<file path="config.mk">
export PLATFORM = sky130hd
export DESIGN_NAME = uart_mmio
export DESIGN_NICKNAME = d
export VERILOG_FILES = /design/src/rtl/uart_mmio.sv
export SDC_FILE = /design/constraint.sdc
export NUM_CORES = 1
export LEC_CHECK = 0
export BUFFER_PORTS_ARGS = -buffer_cell sky130_fd_sc_hd__buf_2
export CORE_MARGIN = 1
export CORE_UTILIZATION = 50
export CTS_CLUSTER_DIAMETER = 120
export DETAILED_ROUTE_END_ITERATION = 10
export MAX_ROUTING_LAYER = met4
export PLACE_DENSITY = 0.74
export SLEW_MARGIN = 30
export SYNTH_ARGS = -nofsm -noshare
export SYNTH_HDL_FRONTEND = slang
export SYNTH_SLANG_ARGS = --single-unit
export TNS_END_PERCENT = 5
</file>
<file path="constraint.sdc">
create_clock -name clk -period 3.4 [get_ports clk]
set_clock_uncertainty 0.1 [all_clocks]
set_input_delay 0.34 -clock clk [delete_from_list [all_inputs] [get_ports clk]]
set_output_delay 0.34 -clock clk [all_outputs]
set_load 0.05 [all_outputs]
</file>
<file path="src/rtl/uart_mmio.sv">
// uart_mmio: memory-mapped 8N1 UART for the core's peripheral space.
// Contains a transmit shifter, a receive deserializer feeding a small RX FIFO,
// and a status/control register with sticky event bits and a level IRQ.
//
// Ports:
//   clk    system clock
//   reset  asynchronous, active-low reset
//   rd/wr  bus strobes, already qualified by the peripheral-space decode
//   addr   byte address (full 32-bit compare against the register map)
//   wdata  store data (only [7:0] / [1:0] are used)
//   rdata  load data, combinational from addr (no rd gating)
//   irq    registered level interrupt request
//   tx     serial out, idle high
//   rx     serial in, asynchronous to clk
//
// Register map:
//   0x40000018 TXD  W: start TX of [7:0] when idle.  R: last accepted byte
//   0x4000001C RXD  R: FIFO head (0 if empty), the read pops.  W: ignored
//   0x40000020 CON  [0] tx_irq_en  [1] rx_irq_en  [2] tx_done  [3] rx_avail
//                   [4] tx_busy    [5] rx_overrun
module uart_mmio #(
   parameter int BAUD_DIV   = 5208,
   parameter int FIFO_DEPTH = 4
) (
   input  logic        clk,
   input  logic        reset,
   input  logic        rd,
   input  logic        wr,
   input  logic [31:0] addr,
   input  logic [31:0] wdata,
   output logic [31:0] rdata,
   output logic        irq,
   output logic        tx,
   input  logic        rx
);
   localparam int CW = $clog2(BAUD_DIV);
   localparam int AW = $clog2(FIFO_DEPTH);
   localparam logic [CW-1:0] BIT_LAST  = CW'(BAUD_DIV - 1);
   localparam logic [CW-1:0] HALF_LAST = CW'(BAUD_DIV / 2 - 1);

   typedef enum logic [1:0] {S_IDLE, S_START, S_DATA, S_STOP} state_t;

   // address decode
   logic sel_txd, sel_rxd, sel_con;
   assign sel_txd = (addr == 32'h4000_0018);
   assign sel_rxd = (addr == 32'h4000_001C);
   assign sel_con = (addr == 32'h4000_0020);

   logic unused_wdata;
   assign unused_wdata = ^wdata[31:8];

   // control / status
   logic tx_irq_en, rx_irq_en, tx_done, rx_overrun;
   logic con_rd;
   assign con_rd = rd && sel_con;

   // ---------------- TX ----------------
   state_t          tx_st, tx_st_n;
   logic [CW-1:0]   tx_cnt, tx_cnt_n;
   logic [2:0]      tx_bit, tx_bit_n;
   logic [7:0]      tx_byte;
   logic            tx_accept, tx_done_set, tx_d, tx_busy;

   assign tx_busy = (tx_st != S_IDLE);

   always_comb begin
      tx_st_n     = tx_st;
      tx_cnt_n    = tx_cnt;
      tx_bit_n    = tx_bit;
      tx_accept   = 1'b0;
      tx_done_set = 1'b0;
      case (tx_st)
         S_IDLE:
            if (wr && sel_txd) begin
               tx_accept = 1'b1;
               tx_st_n   = S_START;
               tx_cnt_n  = '0;
            end
         S_START:
            if (tx_cnt == BIT_LAST) begin
               tx_cnt_n = '0;
               tx_bit_n = '0;
               tx_st_n  = S_DATA;
            end else tx_cnt_n = tx_cnt + 1'b1;
         S_DATA:
            if (tx_cnt == BIT_LAST) begin
               tx_cnt_n = '0;
               if (tx_bit == 3'd7) tx_st_n = S_STOP;
               else                tx_bit_n = tx_bit + 3'd1;
            end else tx_cnt_n = tx_cnt + 1'b1;
         S_STOP:
            if (tx_cnt == BIT_LAST) begin
               tx_cnt_n    = '0;
               tx_st_n     = S_IDLE;
               tx_done_set = 1'b1;
            end else tx_cnt_n = tx_cnt + 1'b1;
         default: tx_st_n = S_IDLE;
      endcase
      // line level is decoded from the next state so the tx flop changes on
      // the same edge as the state (start bit appears on the accepting edge)
      case (tx_st_n)
         S_START: tx_d = 1'b0;
         S_DATA:  tx_d = tx_byte[tx_bit_n];
         default: tx_d = 1'b1;
      endcase
   end

   always_ff @(posedge clk or negedge reset) begin
      if (!reset) begin
         tx_st  <= S_IDLE;
         tx_cnt <= '0;
         tx_bit <= '0;
      end else begin
         tx_st  <= tx_st_n;
         tx_cnt <= tx_cnt_n;
         tx_bit <= tx_bit_n;
      end
   end

   always_ff @(posedge clk or negedge reset) begin
      if (!reset) begin
         tx      <= 1'b1;
         tx_byte <= '0;
      end else begin
         tx <= tx_d;
         if (tx_accept) tx_byte <= wdata[7:0];
      end
   end

   // ---------------- RX ----------------
   logic            rx_meta, rx_s;
   state_t          rx_st, rx_st_n;
   logic [CW-1:0]   rx_cnt, rx_cnt_n;
   logic [2:0]      rx_bit, rx_bit_n;
   logic [7:0]      rx_sh, rx_sh_n;

   // FIFO
   logic [7:0]  fifo_mem [FIFO_DEPTH];
   logic [AW:0] wp, rp;
   logic        empty, full, push, pop, overrun_set;

   assign empty = (wp == rp);
   assign full  = (wp[AW] != rp[AW]) && (wp[AW-1:0] == rp[AW-1:0]);
   assign pop   = rd && sel_rxd && !empty;

   always_comb begin
      rx_st_n     = rx_st;
      rx_cnt_n    = rx_cnt;
      rx_bit_n    = rx_bit;
      rx_sh_n     = rx_sh;
      push        = 1'b0;
      overrun_set = 1'b0;
      case (rx_st)
         S_IDLE:
            if (!rx_s) begin
               rx_st_n  = S_START;
               rx_cnt_n = '0;
            end
         S_START:
            // half a bit later: still low means a real start bit
            if (rx_cnt == HALF_LAST) begin
               rx_cnt_n = '0;
               rx_bit_n = '0;
               rx_st_n  = rx_s ? S_IDLE : S_DATA;
            end else rx_cnt_n = rx_cnt + 1'b1;
         S_DATA:
            if (rx_cnt == BIT_LAST) begin
               rx_cnt_n = '0;
               rx_sh_n  = {rx_s, rx_sh[7:1]};
               if (rx_bit == 3'd7) rx_st_n = S_STOP;
               else                rx_bit_n = rx_bit + 3'd1;
            end else rx_cnt_n = rx_cnt + 1'b1;
         S_STOP:
            if (rx_cnt == BIT_LAST) begin
               rx_cnt_n = '0;
               rx_st_n  = S_IDLE;
               // a low stop bit is a framing error: drop silently
               if (rx_s) begin
                  if (!full || pop) push = 1'b1;
                  else              overrun_set = 1'b1;
               end
            end else rx_cnt_n = rx_cnt + 1'b1;
         default: rx_st_n = S_IDLE;
      endcase
   end

   always_ff @(posedge clk or negedge reset) begin
      if (!reset) begin
         rx_meta <= 1'b1;
         rx_s    <= 1'b1;
         rx_st   <= S_IDLE;
         rx_cnt  <= '0;
         rx_bit  <= '0;
         rx_sh   <= '0;
      end else begin
         rx_meta <= rx;
         rx_s    <= rx_meta;
         rx_st   <= rx_st_n;
         rx_cnt  <= rx_cnt_n;
         rx_bit  <= rx_bit_n;
         rx_sh   <= rx_sh_n;
      end
   end

   always_ff @(posedge clk) begin
      if (push) fifo_mem[wp[AW-1:0]] <= rx_sh;
   end

   always_ff @(posedge clk or negedge reset) begin
      if (!reset) begin
         wp <= '0;
         rp <= '0;
      end else begin
         if (push) wp <= wp + 1'b1;
         if (pop)  rp <= rp + 1'b1;
      end
   end

   // ---------------- CON / IRQ ----------------
   always_ff @(posedge clk or negedge reset) begin
      if (!reset) begin
         tx_irq_en  <= 1'b0;
         rx_irq_en  <= 1'b0;
         tx_done    <= 1'b0;
         rx_overrun <= 1'b0;
         irq        <= 1'b0;
      end else begin
         if (wr && sel_con) begin
            tx_irq_en <= wdata[0];
            rx_irq_en <= wdata[1];
         end
         // set events take priority over the read-to-clear
         if (tx_done_set)      tx_done <= 1'b1;
         else if (con_rd)      tx_done <= 1'b0;
         if (overrun_set)      rx_overrun <= 1'b1;
         else if (con_rd)      rx_overrun <= 1'b0;
         irq <= (tx_irq_en & tx_done) | (rx_irq_en & ~empty);
      end
   end

   always_comb begin
      rdata = '0;
      if (sel_txd)
         rdata = {24'd0, tx_byte};
      else if (sel_rxd)
         rdata = empty ? 32'd0 : {24'd0, fifo_mem[rp[AW-1:0]]};
      else if (sel_con)
         rdata = {26'd0, rx_overrun, tx_busy, ~empty, tx_done, rx_irq_en, tx_irq_en};
   end

endmodule

</file>
After elaboration in Yosys (flattened, before gate mapping)
Memories as Yosys holds them, arrays and structs flattened.
Cells that the tools add are included.
{"block": "totals", "out_inout_bits": 34, "wordCells": 128, "in_bits": 69, "ff_bits": 66, "mem_bits_rw": 32, "mem_count": 1}
{"memory": "fifo_mem", "words": 4, "width": 8, "rd": 1, "rd_ports_with_merged_regs": 0, "wr": 1, "line_no": "138", "rtl": "logic [7:0] fifo_mem [FIFO_DEPTH];"}
{"block": "classes", "eq_ne": 26, "n_bitwise": 4, "addsub": 6, "reduce_logical": 20, "order_cmp": 1, "muxes": 52}
{"operator": "== test 32 x 31 -> 1 bit, second input constant", "n": 3}
{"operator": "two-way mux 13 bit", "n": 5}
{"operator": "case mux 13 bit (3 select lines)", "n": 1}
{"operator": "adder 13 x 1 -> 13 bit, second input constant", "n": 2}
{"operator": "== test 13 bit, second input constant", "n": 2}
{"operator": "case mux 13 bit (2 select lines)", "n": 1}
{"operator": "two-way mux 8 bit", "n": 3}
{"operator": "two-way mux 2 bit", "n": 11}
{"operator": "two-way mux 1 bit", "n": 18}
{"operator": "two-way mux 3 bit", "n": 6}
{"operator": "case mux 2 bit (4 select lines)", "n": 2}
{"operator": "inequality test 2 bit, second input constant", "n": 7}
{"operator": "== test 13 x 12 -> 1 bit, second input constant", "n": 1}
{"operator": "adder 3 x 1 -> 3 bit, second input constant", "n": 4}
{"operator": "case mux 3 bit (2 select lines)", "n": 2}
{"operator": "== test 2 bit, second input constant", "n": 5}
{"operator": "nonzero test 2 bit", "n": 4}
{"operator": "== test 2 x 1 -> 1 bit, second input constant", "n": 3}
{"operator": "== test 3 bit, second input constant", "n": 2}
{"operator": "logical AND 1 bit", "n": 6}
{"operator": "two-way mux 6 bit", "n": 1}
{"operator": "AND reduction 5 bit", "n": 1}
{"operator": "zero test 2 bit", "n": 2}
{"operator": "< comparator 3 x 4 -> 1 bit, second input constant", "n": 1}
{"operator": "other kinds (14)", "n": 16}

Logic depth before layout (Yosys ltp)
{"block": "logic_depth", "depth_word": 10, "depth_mapped": 10, "mapped_depth_nobuf": 10}

Worst setup path after synthesis
No wires, ideal clock.
{"block": "synth_path", "path_type": "in2out", "start": "in addr[25]", "end": "out rdata[2]", "required_time_ps": 2960, "path_buffers": 0, "cell_stages": 6, "t_arrival_ps": 2260, "slack_ps": 700, "path_cell_list": "nor4b_1 > nand4_1 > or3_1 > nor3_1 > a222oi_1 > inv_1"}
{"block": "synth_via", "elab_chain_cells": 4, "word_cells_on_any_way": 6, "cone_classes": "3 x eq/ne; 3 x mux"}
{"item": "from (decl)", "line_no": "29", "rtl": "input logic [31:0] addr,"}
{"item": "== test 32 x 31 -> 1 bit", "line_no": "47", "rtl": "assign sel_con = (addr == 32'h4000_0020);"}
{"item": "two-way mux 6 bit", "line_no": "247", "rtl": "else if (sel_con)"}
{"item": "two-way mux 8 bit", "line_no": "245", "rtl": "else if (sel_rxd)"}
{"item": "two-way mux 8 bit *", "line_no": "243", "rtl": "if (sel_txd)"}
{"item": "to (decl)", "line_no": "31", "rtl": "output logic [31:0] rdata,"}
Mark *: on every way between the ends. The rest lies on a longest branch, timed or not.

Worst setup path after layout
{"block": "layout_path", "start": "in addr[25]", "end": "out rdata[6]"}
{"block": "layout_via", "elab_chain_cells": 3, "word_cells_on_any_way": 4, "cone_classes": "2 x eq/ne; 2 x mux"}
{"item": "== test 32 x 31 -> 1 bit", "line_no": "46", "rtl": "assign sel_rxd = (addr == 32'h4000_001C);"}
{"item": "two-way mux 8 bit", "line_no": "245"}
{"item": "two-way mux 8 bit *", "line_no": "243"}
Marks and branches as above.

==> metrics.txt <==
status=completed; footprint of the flip-flops and latches=2620 µm²; count of flip-flops with a built-in enable after synthesis=32; Static Leak=~0.0025 µW; area occupied by multi-input gates=roughly 2300 µm²; family of cells with the greatest summed delay on the critical path=simple AND/OR/NAND/NOR gates; vias per inst=between 5 and 6; critical path start-end classification=in2out; area of placed instances=5460 µm²; routed wire length per instance=roughly 15 µm; starting utilization of the core area=51.9%; minimum setup slack after placement=0.417 ns; final standard cell utilization of the core=between 50% and 60%; number of H-tree levels=3; all-layer global routing usage=about a fifth; post-synthesis instance total=~450; commonest non-fill, non-tap cells in the layout=dfrtp_1 (63), buf_2 (54), o21ai_0 (44); routed via count=around 3,600; worst vdd ir=approximately 0.00025 V; Final Cycle Share=86.1%; maximum number of pins on one net before global-route repair=55; met1 track demand over resource=between 20% and 30%; final-report max-slew violation count=0; endpoint class of the critical path=output port; std cell rows=36; CORE AREA=slightly below 10,000 µm²; number of global-route vias before repair=roughly 3,500; total wire length after detailed routing=about 10000 µm; Psw=a little over 500 µW; most frequent standard cell in the layout excluding fill and tap cells=dfrtp_1; synthesized cell area=~5000 µm²; fmax=342 MHz; HP Class=in2reg; antenna violations before repair=0; switching fraction of total power=between 20% and 30%; Startpoint Class=primary input; area growth from synthesis to final layout=10.9%; internal portion of total power=about 1500 µW; WP data required=roughly 3 ns; first-pass GRT wire length=~17,000 µm; clock tree root buffer cell=clkbuf_8; register area share after synthesis=approximately 51%; critical path arrival=between 2 and 2.5 ns; series of cell instances along the critical path=buf_2, nor4b_1, nand4_1, nor4_1, buf_4, and3_1, a22o_1, buf_2; initial detailed-routing violation count=approximately 120; total negative slack=0 ns; global routing's busiest layer=met2; Comb pwr share=5.3%; number of clock sinks=98; detailed placer's ending HPWL=7280 µm; number of filler cells placed in the layout=approximately 860; reported max-cap violation count=0; x dimension of the die=around 100 µm; worst path setup slack after routing=between 0.4 and 0.5 ns; Crit-path slowest cell=nor4_1; critical path's most frequent cell=buf_2; worst relative slew slack=about half; cell taking the most area after synthesis=dfrtp_1; Yosys reg bits=98; I/O pin count=103; total clock buffers created by CTS=9; most used flip-flop cell after synthesis=dfrtp_1; Antenna Nets Post-Route=0; fraction of power consumed by sequential logic=60.2%; unrepaired setup endpoints after global routing=no; height of the die=between 100 and 150 µm; relative contribution of the clock network to total power=34.5%; met3 demand-to-capacity share in global routing=~4.1%; delay contributed by the slowest stage of the critical path=0.38 ns; insertion delay to the later sink of the worst-skew pair=roughly 0.36 ns; count of distinct cell types in the synthesized netlist=64; total iterations of the first detailed-routing run=4; warning count from the yosys run=0; routing usage on met2=roughly 36%; global placer's final weighted congestion=~0.84; worst path buffer plus inverter count=3; diode count=0; overflow left after global routing=0; DRC violations left=0; Setup violations, final=0; Synth async-reset ratio=67.3%; Port Buf Inserts=54; fraction of post-synthesis cell area in the top cell type by area=between 30% and 40%; CTS tree=yes; count of final hold-check violations=0; setup fix buffers added after clock tree synthesis=0; Synth area leaders=dfrtp_1 (31%), edfxtp_1 (19%), o21ai_0 (4.3%); shortest clock period the worst path allows after layout=between 2 and 3 ns; areal power density over the cells=357 nW/µm²; Avg Inst Size Synth=11.2 µm²; Slew @ Worst Pin=roughly 0.72 ns; Clock Path Buffers=2; final non-filler cell area=between 5000 and 6000 µm²; critical path peak fanout=9; die area=10,600 µm²; clock slew at the register clock pins of the worst setup and hold paths=about 0.10 ns; fraction of layout cells with a size suffix above 1=23.9%; NumNets Final=approximately 600
-- state kept, by name (all words and copies together) (netlist names), 8 cells and up, named ones only --
name	count
fifo_mem	32
rx_sh	8
tx_cnt	13
tx_byte	8
rx_cnt	13
-- through the flow --
stage	hold slack [ns]	power, µW	instances
after floorplan	-0.0556	1320	476
after global placement	0.153	1340	637
after detailed placement	0.152	1350	637
after CTS	0.0830	2040	655
after global routing	0.0764	2100	655
final	0.106	2020	655
-- synthesized netlist by cell type (all sizes together) (3+ instances only) --
master  instances
o31ai           6
nor3            6
nor4b           3
inv            20
a22o            5
a22oi           7
nand4           4
and2            7
mux2i           3
nand2          40
mux2           18
a21oi           5
a31oi           3
nor2b           3
or3             3
nor2           18
edfxtp         32
o21ai          45
xnor2           6
a21bo           3
nor3b           5
mux4            8
nor4            8
clkbuf          6
dfrtp          63
buf            29
and3           17
dfstp           3
nand2b         10
nand3          18
ha             15
-- logic make-up (layout without fill, tap and decap cells) --
family          Yosys count  count (layout)  synth area share, %
mux                      29              29                 8.10
buf+inv                  55             101                 5.99
simple gates            155             155                 16.9
xor+xnor                  7               7                 1.20
flops                    98              98                 51.3
fa+ha+maj                15              15                 3.68
compound gates           93              93                 12.7
other cells               1              24               0.0736
-- layout make-up --
class / instances / share of cell area, %
inverter: 20 / 1.33
tap: 133 / 2.94
clock inverter: 6 / 0.841
timing repair buffer: 65 / 6.33
clock buffer: 10 / 2.26
sequential: 98 / 46.3
multi-input combinational: 323 / 40.0
-- worst paths after layout --
path,start,end,slack (ns),cells past startpoint
setup reg to reg,rx_cnt[0],fifo_mem[3][4],0.48,7
hold reg to reg,rx_meta,rx_s,0.26,0
setup / recovery,addr[25],rdata[6],0.47,8
min in group asynchronous,reset,tx_st[0],0.29,2
hold / removal,wdata[3],tx_byte[3],0.11,2
max in group asynchronous,reset,rx_bit[0],1.93,3
-- per-layer routing --
metal	share of wire [%]	up-vias
met5	0	-
met3	3.5	7
li1	-	1751
met2	51	73
met4	0.96	0
met1	45	1807
-- worst reg2reg max path: cells and delay by family (launching register included) --
family | cells | cell delay, ns
AND/OR/NAND/NOR | 6 | 1.86
flip-flops | 1 | 0.38
adder cells (fa/ha/maj) | 1 | 0.23
-- power groups by stage --
stage	Sequential, µW	Combinational [µW]	Clock [µW]
2_1_floorplan	1240	83.8	0
3_3_place_gp	1240	106	0
3_5_place_dp	1240	108	0
4_1_cts	1210	109	719
5_1_grt	1210	119	765
6_report	1210	108	695
-- repair_timing --
| item | 4_1_cts | 5_1_grt |
|---|---|---|
| endpoints found under the setup margin | 0 | 0 |
| hold endpoints to repair | 12 | 0 |
| resized for setup | 0 | 0 |
| hold buffers | 2 | 0 |
No activity file was read; power rests on OpenSTA's default activity.
